--- config.mk ---
export PLATFORM = sky130hd
export DESIGN_NAME = fetch_stage
export DESIGN_NICKNAME = d
export VERILOG_FILES = /design/src/rtl/fetch_stage.sv
export SDC_FILE = /design/constraint.sdc
export NUM_CORES = 1
export LEC_CHECK = 0
export CORE_UTILIZATION = 30
export CTS_BUF_LIST = sky130_fd_sc_hd__clkbuf_2
export CTS_CLUSTER_SIZE = 14
export DETAILED_ROUTE_END_ITERATION = 7
export MAX_ROUTING_LAYER = met4
export PLACE_DENSITY_LB_ADDON = 0.1
export SYNTH_ARGS = -nofsm -noshare
export SYNTH_HDL_FRONTEND = slang
export SYNTH_SLANG_ARGS = --single-unit
--- constraint.sdc ---
create_clock -name clk -period 2.5 [get_ports clk]
set_clock_uncertainty 0.1 [all_clocks]
set_input_delay 0.375 -clock clk [delete_from_list [all_inputs] [get_ports clk]]
set_output_delay 0.375 -clock clk [all_outputs]
set_load 0.01 [all_outputs]
--- src/rtl/fetch_stage.sv ---
// Instruction fetch stage: PC register, IF/ID pipeline register and a
// RUN/HALTED controller that stops fetching on a misaligned or
// out-of-range PC.
//
//   state  | meaning
//   RUN    | fetching normally; honours stall and redirect
//   HALTED | bad PC seen; all registers frozen until reset
module fetch_stage #(
  parameter logic [31:0] RESET_PC = 32'h0000_0000,
  parameter int unsigned MEM_SIZE = 32
) (
  input  logic        clk,
  input  logic        reset,
  input  logic        stall,
  input  logic        redirect,
  input  logic [31:0] redirect_pc,
  output logic [31:0] imem_addr,
  input  logic [31:0] imem_data,
  output logic [31:0] if_id_instr,
  output logic [31:0] if_id_pc4,
  output logic        if_id_valid,
  output logic        fault,
  output logic [31:0] fault_pc,
  output logic [31:0] fetch_count
);

  typedef enum logic {
    RUN    = 1'b0,
    HALTED = 1'b1
  } state_t;

  state_t      state_q, state_d;
  logic [31:0] pc_q, pc_d;
  logic [31:0] instr_q, instr_d;
  logic [31:0] pc4_q, pc4_d;
  logic        valid_q, valid_d;
  logic        fault_q, fault_d;
  logic [31:0] fault_pc_q, fault_pc_d;
  logic [31:0] count_q, count_d;

  logic [31:0] word_idx;
  logic [31:0] pc_plus4;
  logic        pc_bad;

  // Memory is word-indexed, so the low byte-offset bits are dropped.
  assign word_idx  = {2'b00, pc_q[31:2]};
  assign imem_addr = word_idx;
  assign pc_plus4  = pc_q + 32'd4;
  assign pc_bad    = (pc_q[1:0] != 2'b00) || (word_idx >= 32'(MEM_SIZE));

  // State and pipeline registers with synchronous reset.
  always_ff @(posedge clk) begin
    if (reset) begin
      state_q    <= RUN;
      pc_q       <= RESET_PC;
      instr_q    <= 32'd0;
      pc4_q      <= 32'd0;
      valid_q    <= 1'b0;
      fault_q    <= 1'b0;
      fault_pc_q <= 32'd0;
      count_q    <= 32'd0;
    end else begin
      state_q    <= state_d;
      pc_q       <= pc_d;
      instr_q    <= instr_d;
      pc4_q      <= pc4_d;
      valid_q    <= valid_d;
      fault_q    <= fault_d;
      fault_pc_q <= fault_pc_d;
      count_q    <= count_d;
    end
  end

  // Next-state logic: redirect beats stall; a redirect to a bad target is
  // accepted and only faults when a fetch is actually attempted from it.
  always_comb begin
    state_d    = state_q;
    pc_d       = pc_q;
    instr_d    = instr_q;
    pc4_d      = pc4_q;
    valid_d    = valid_q;
    fault_d    = fault_q;
    fault_pc_d = fault_pc_q;
    count_d    = count_q;

    unique case (state_q)
      RUN: begin
        if (redirect) begin
          pc_d    = redirect_pc;
          valid_d = 1'b0;
          instr_d = 32'd0;
        end else if (!stall) begin
          if (pc_bad) begin
            state_d    = HALTED;
            fault_d    = 1'b1;
            fault_pc_d = pc_q;
            valid_d    = 1'b0;
            instr_d    = 32'd0;
          end else begin
            instr_d = imem_data;
            pc4_d   = pc_plus4;
            valid_d = 1'b1;
            pc_d    = pc_plus4;
            count_d = count_q + 32'd1;
          end
        end
      end
      HALTED: begin
        fault_d = 1'b1;
      end
      default: begin
        state_d = RUN;
      end
    endcase
  end

  assign if_id_instr = instr_q;
  assign if_id_pc4   = pc4_q;
  assign if_id_valid = valid_q;
  assign fault       = fault_q;
  assign fault_pc    = fault_pc_q;
  assign fetch_count = count_q;

endmodule

==> summary.txt <==
Outcome
  • Result of the run: completed

Pwr
  • Clock network fraction of total power: 31.6%
  • Register share of total power: 54.5%
  • Power Dens Cells: 525 nW/um^2
  • Switching component of the power: 1.38 mW
  • Maximum vdd ir drop: roughly 0.00028 V
  • Cell-internal power: around 3.6 mW
  • Leak Pwr: 3.45 nW
  • Switching part of the total: 27.7%
  • Logic gate share of total power: 13.9%

Detailed routing
  • Total wire length: 19.0 mm
  • Number of detailed-routing iterations run before antenna repair: 5
  • Count of antenna-violating nets left after detailed routing: 0
  • Routed wirelength normalized by instance count: 15.5 microns
  • Number of violations reported at the end of detailed-routing iteration 0: 264
  • DRC violations left: 0
  • Average vias per placed instance: 4.82
  • Vias after detailed routing: 5907

Final layout
  • Filler cells: 1931
  • Layout area overhead: 52.5%
  • Commonest non-fill, non-tap cell in the layout: sky130_fd_sc_hd__clkdlybuf4s50_1
  • Post-layout net count: 1011
  • Final Util: 46.8%
  • Share of cells above drive strength 1: 12.4%
  • Finished Layout Cells: 1226
  • Finished Cell Area: 9470 sq um
  • Commonest non-fill, non-tap cells in the layout: sky130_fd_sc_hd__clkdlybuf4s50_1 (226), sky130_fd_sc_hd__dfxtp_1 (159), sky130_fd_sc_hd__nor2_1 (91)

Floorplan
  • Height of the chip: 146 microns
  • Die extent in x: between 100 and 150 microns
  • Die area: roughly 21000 sq um
  • Core Area: 20200 sq um
  • Row count: 52
  • Ports: 230
  • Initial standard-cell utilization of the core: 30.7%

Synthesis
  • Number of flops mapped to enable cells by yosys: 0
  • Leading cell types by total area after synthesis: sky130_fd_sc_hd__dfxtp_1 (53%), sky130_fd_sc_hd__nor2_1 (5.6%), sky130_fd_sc_hd__mux2i_1 (5.2%)
  • Area share of the largest cell type after synthesis: a little over half
  • Area share of and/or/nand/nor cells after synthesis: between 20 and 25%
  • Post-synth top flop: sky130_fd_sc_hd__dfxtp_1
  • Ys async rst share: 0%
  • Yosys cell types: 43
  • Adder-Cell Fraction of Synth Area: less than 1%
  • Cell accounting for the most synthesized area: sky130_fd_sc_hd__dfxtp_1
  • Main combinational cell family by area after synthesis: simple AND/OR/NAND/NOR gates
  • Cell area after synthesis: between 6000 and 7000 sq um
  • Number of instances in the synthesized netlist: approximately 680
  • Share of the synthesized area in compound gates (AO/OA/AOI/OAI): 12.7%
  • Xor and xnor fraction of the mapped netlist area: 2.26%
  • Share of cell area taken by muxes after synthesis: 5.16%
  • Sequential fraction of the synthesis area: 52.5%
  • Mapped Avg Cell Area: 9.09 sq um
  • Number of storage elements in the synthesis netlist: around 160
  • Yosys synthesis warning count: 0

CTS
  • Clock latency on the worst-skew pair: just over 700 ps
  • Clock transition at path regs: 240 ps
  • Clock buffers created by TritonCTS: 17
  • Clock H-tree levels: 4
  • Maximum buffer depth of the clock tree: 2
  • Number of clock sinks: approximately 160
  • Clock root buffer: sky130_fd_sc_hd__clkbuf_2
  • CTS tree: yes

Setup path
  • Depth of the worst register-to-register path: 6
  • Number of buffer and inverter stages on the critical path: 1
  • Class of the most critical setup path: reg2reg
  • Critical path fanouts, max: 6
  • Source of the critical timing path: pc_q[24]$_SDFFE_PP0P_
  • Max stage delay cell, worst path: sky130_fd_sc_hd__or4_4
  • Flop-to-flop setup slack: approximately 27 ps
  • Crit path top cell by count: sky130_fd_sc_hd__or4_4
  • Critical path arrival: 3040 ps
  • Nature of the critical path startpoint: flop
  • Launching point of the worst reg2reg path: pc_q[24]$_SDFFE_PP0P_
  • CP cell instances: nor4_4 -> buf_4 -> nand4_1 -> or4_4 -> or4_4 -> a21oi_2
  • CP Capture Type: flop
  • Top cell family by delay on the critical path: simple AND/OR/NAND/NOR gates
  • WP data required: 3070 ps
  • Destination of the worst register-to-register timing path: fetch_count[27]$_SDFFE_PP0P_
  • Delay contributed by the slowest stage of the critical path: between 600 and 700 ps

Timing
  • Part of the cycle the worst path needs: 98.9%
  • Max Freq: 404 MHz
  • Least-Margin Pin Slew: approximately 700 ps
  • Setup repair after global routing missed its margin: yes
  • Final count of negative-setup-slack endpoints: 0
  • Max Slew Vio Count: 0
  • Remaining max-slew budget at the tightest pin: 52.4%
  • Crit path setup slack, layout: 26.5 ps
  • Min Clock Period, post-route: 2470 ps
  • Final Hold Viols: 0

Place
  • Worst setup slack after placement: -394 ps
  • Instance area after placement: 9050 sq um
  • Count of placed standard cells including taps: 1183
  • Global placer's final weighted congestion: 0.766
  • Buffers added on ports: around 230
  • Detailed-placement wirelength estimate: approximately 14 mm

Worst hold path
  • Hold wc startpoint: redirect_pc[1]
  • Hold WC Path Type: in2reg
  • WHS Endpoint: pc_q[1]$_SDFFE_PP0P_
  • Depth of the worst hold-timing path: 3

Flow run
  • Max_cap viols: 0

Global routing
  • Number of antenna violations at the first check in global routing: 3
  • Global-route wire length before repair: 30.3 mm
  • Number of global-route vias before repair: between 5k and 6k
  • GR Overflow Total: 0
  • Overall fraction of global-route tracks in use: 18.4%
  • Maximum number of pins on one net before global-route repair: 138
-- final cells by class --
cell class,count,area (sq um),area share (%)
multi-input cells,462,2790,29.5
repair buffers,285,2750,29.1
inverters,11,41.3,0.436
flip-flops and latches,163,3270,34.5
clock buffers,18,90.1,0.951
diodes,3,7.51,0.0793
clock inverters,14,179,1.89
well taps,270,338,3.57
-- worst min-delay path, delay by kind of cell --
| kind | cells | cell delay [ps] |
|---|---|---|
| and+or+nand+nor | 1 | 60 |
| buffers and inverters | 1 | 400 |
| AOI/OAI and AO/OA | 1 | 50 |
-- cell usage after synthesis (all sizes together), types with 2 or more instances --
| library cell | instances |
|---|---|
| o21ai | 16 |
| a21o | 2 |
| and3 | 4 |
| dfxtp | 163 |
| a211oi | 7 |
| nand2 | 51 |
| nor4b | 2 |
| nand4 | 14 |
| or4 | 10 |
| and2 | 29 |
| mux2i | 32 |
| ha | 3 |
| xor2 | 4 |
| nor3 | 6 |
| nor2 | 93 |
| inv | 11 |
| and4 | 3 |
| nor4 | 15 |
| clkbuf | 39 |
| or3 | 12 |
| nand3 | 31 |
| a22oi | 33 |
| buf | 10 |
| o31ai | 7 |
| or2 | 7 |
| a21oi | 57 |
| xnor2 | 12 |
| a31oi | 2 |
-- power by group through the flow --
stage	registers [mW]	clock network, mW	logic, mW
floorplan	2.78	0	0.277
global placement	2.75	0	0.662
detailed placement	2.76	0	0.674
CTS	2.71	1.64	0.687
global route	2.72	1.76	0.745
finish	2.71	1.57	0.690
-- state kept, by name, indices dropped and copies added (netlist names) --
signal,flops
fault,1
fault_pc,32
if_id_valid,1
if_id_instr,32
fetch_count,32
state_q,1
if_id_pc4,32
pc_q,32
-- per-layer routing --
| metal | up-vias | part of all wire, % | global-route usage [%] |
|---|---|---|---|
| met1 | 2805 | 44 | 21.3 |
| li1 | 2911 | - | - |
| met4 | 0 | 2.0 | 7.53 |
| met3 | 28 | 5.6 | 4.36 |
| met2 | 163 | 49 | 30.4 |
| met5 | - | 0 | - |
-- worst max-delay path by stage --
stage,to,slack [ps],depth (start not counted)
after global placement,fetch_count[31]$_SDFFE_PP0P_,-410,7
after floorplan,fetch_count[30]$_SDFFE_PP0P_,150,8
final,fetch_count[27]$_SDFFE_PP0P_,30,6
after CTS,fetch_count[31]$_SDFFE_PP0P_,-4,7
after detailed placement,fetch_count[31]$_SDFFE_PP0P_,-390,7
after global routing,fetch_count[27]$_SDFFE_PP0P_,-80,6
-- cells by family (layout without fill, tap and decap cells) --
family,after synthesis,after routing
AOI/OAI and AO/OA,129,129
muxes,32,32
adders and majority gates,3,3
buffers and inverters,60,328
and+or+nand+nor,279,280
DFF,163,163
xor gates and xnor gates,16,16
other,1,5
-- through the flow --
stage                     hold WS, ps  setup TNS [ps]  power [mW]
after floorplan                   348               0        3.05
after global placement            342          -19430        3.42
after detailed placement          343          -24330        3.43
after CTS                        1.74           -3.87        5.04
after global routing            0.306            -311        5.22
final                            98.7               0        4.97
-- what timing repair did --
item                       CTS  global route
hold endpoints to repair     3            26
resized for setup            6            13
gates cloned                 0             1
setup endpoints to repair   22            52
setup buffers                3             1
pin swaps                    2            12
hold buffers                 3             1
No activity file was read; power rests on OpenSTA's default activity.
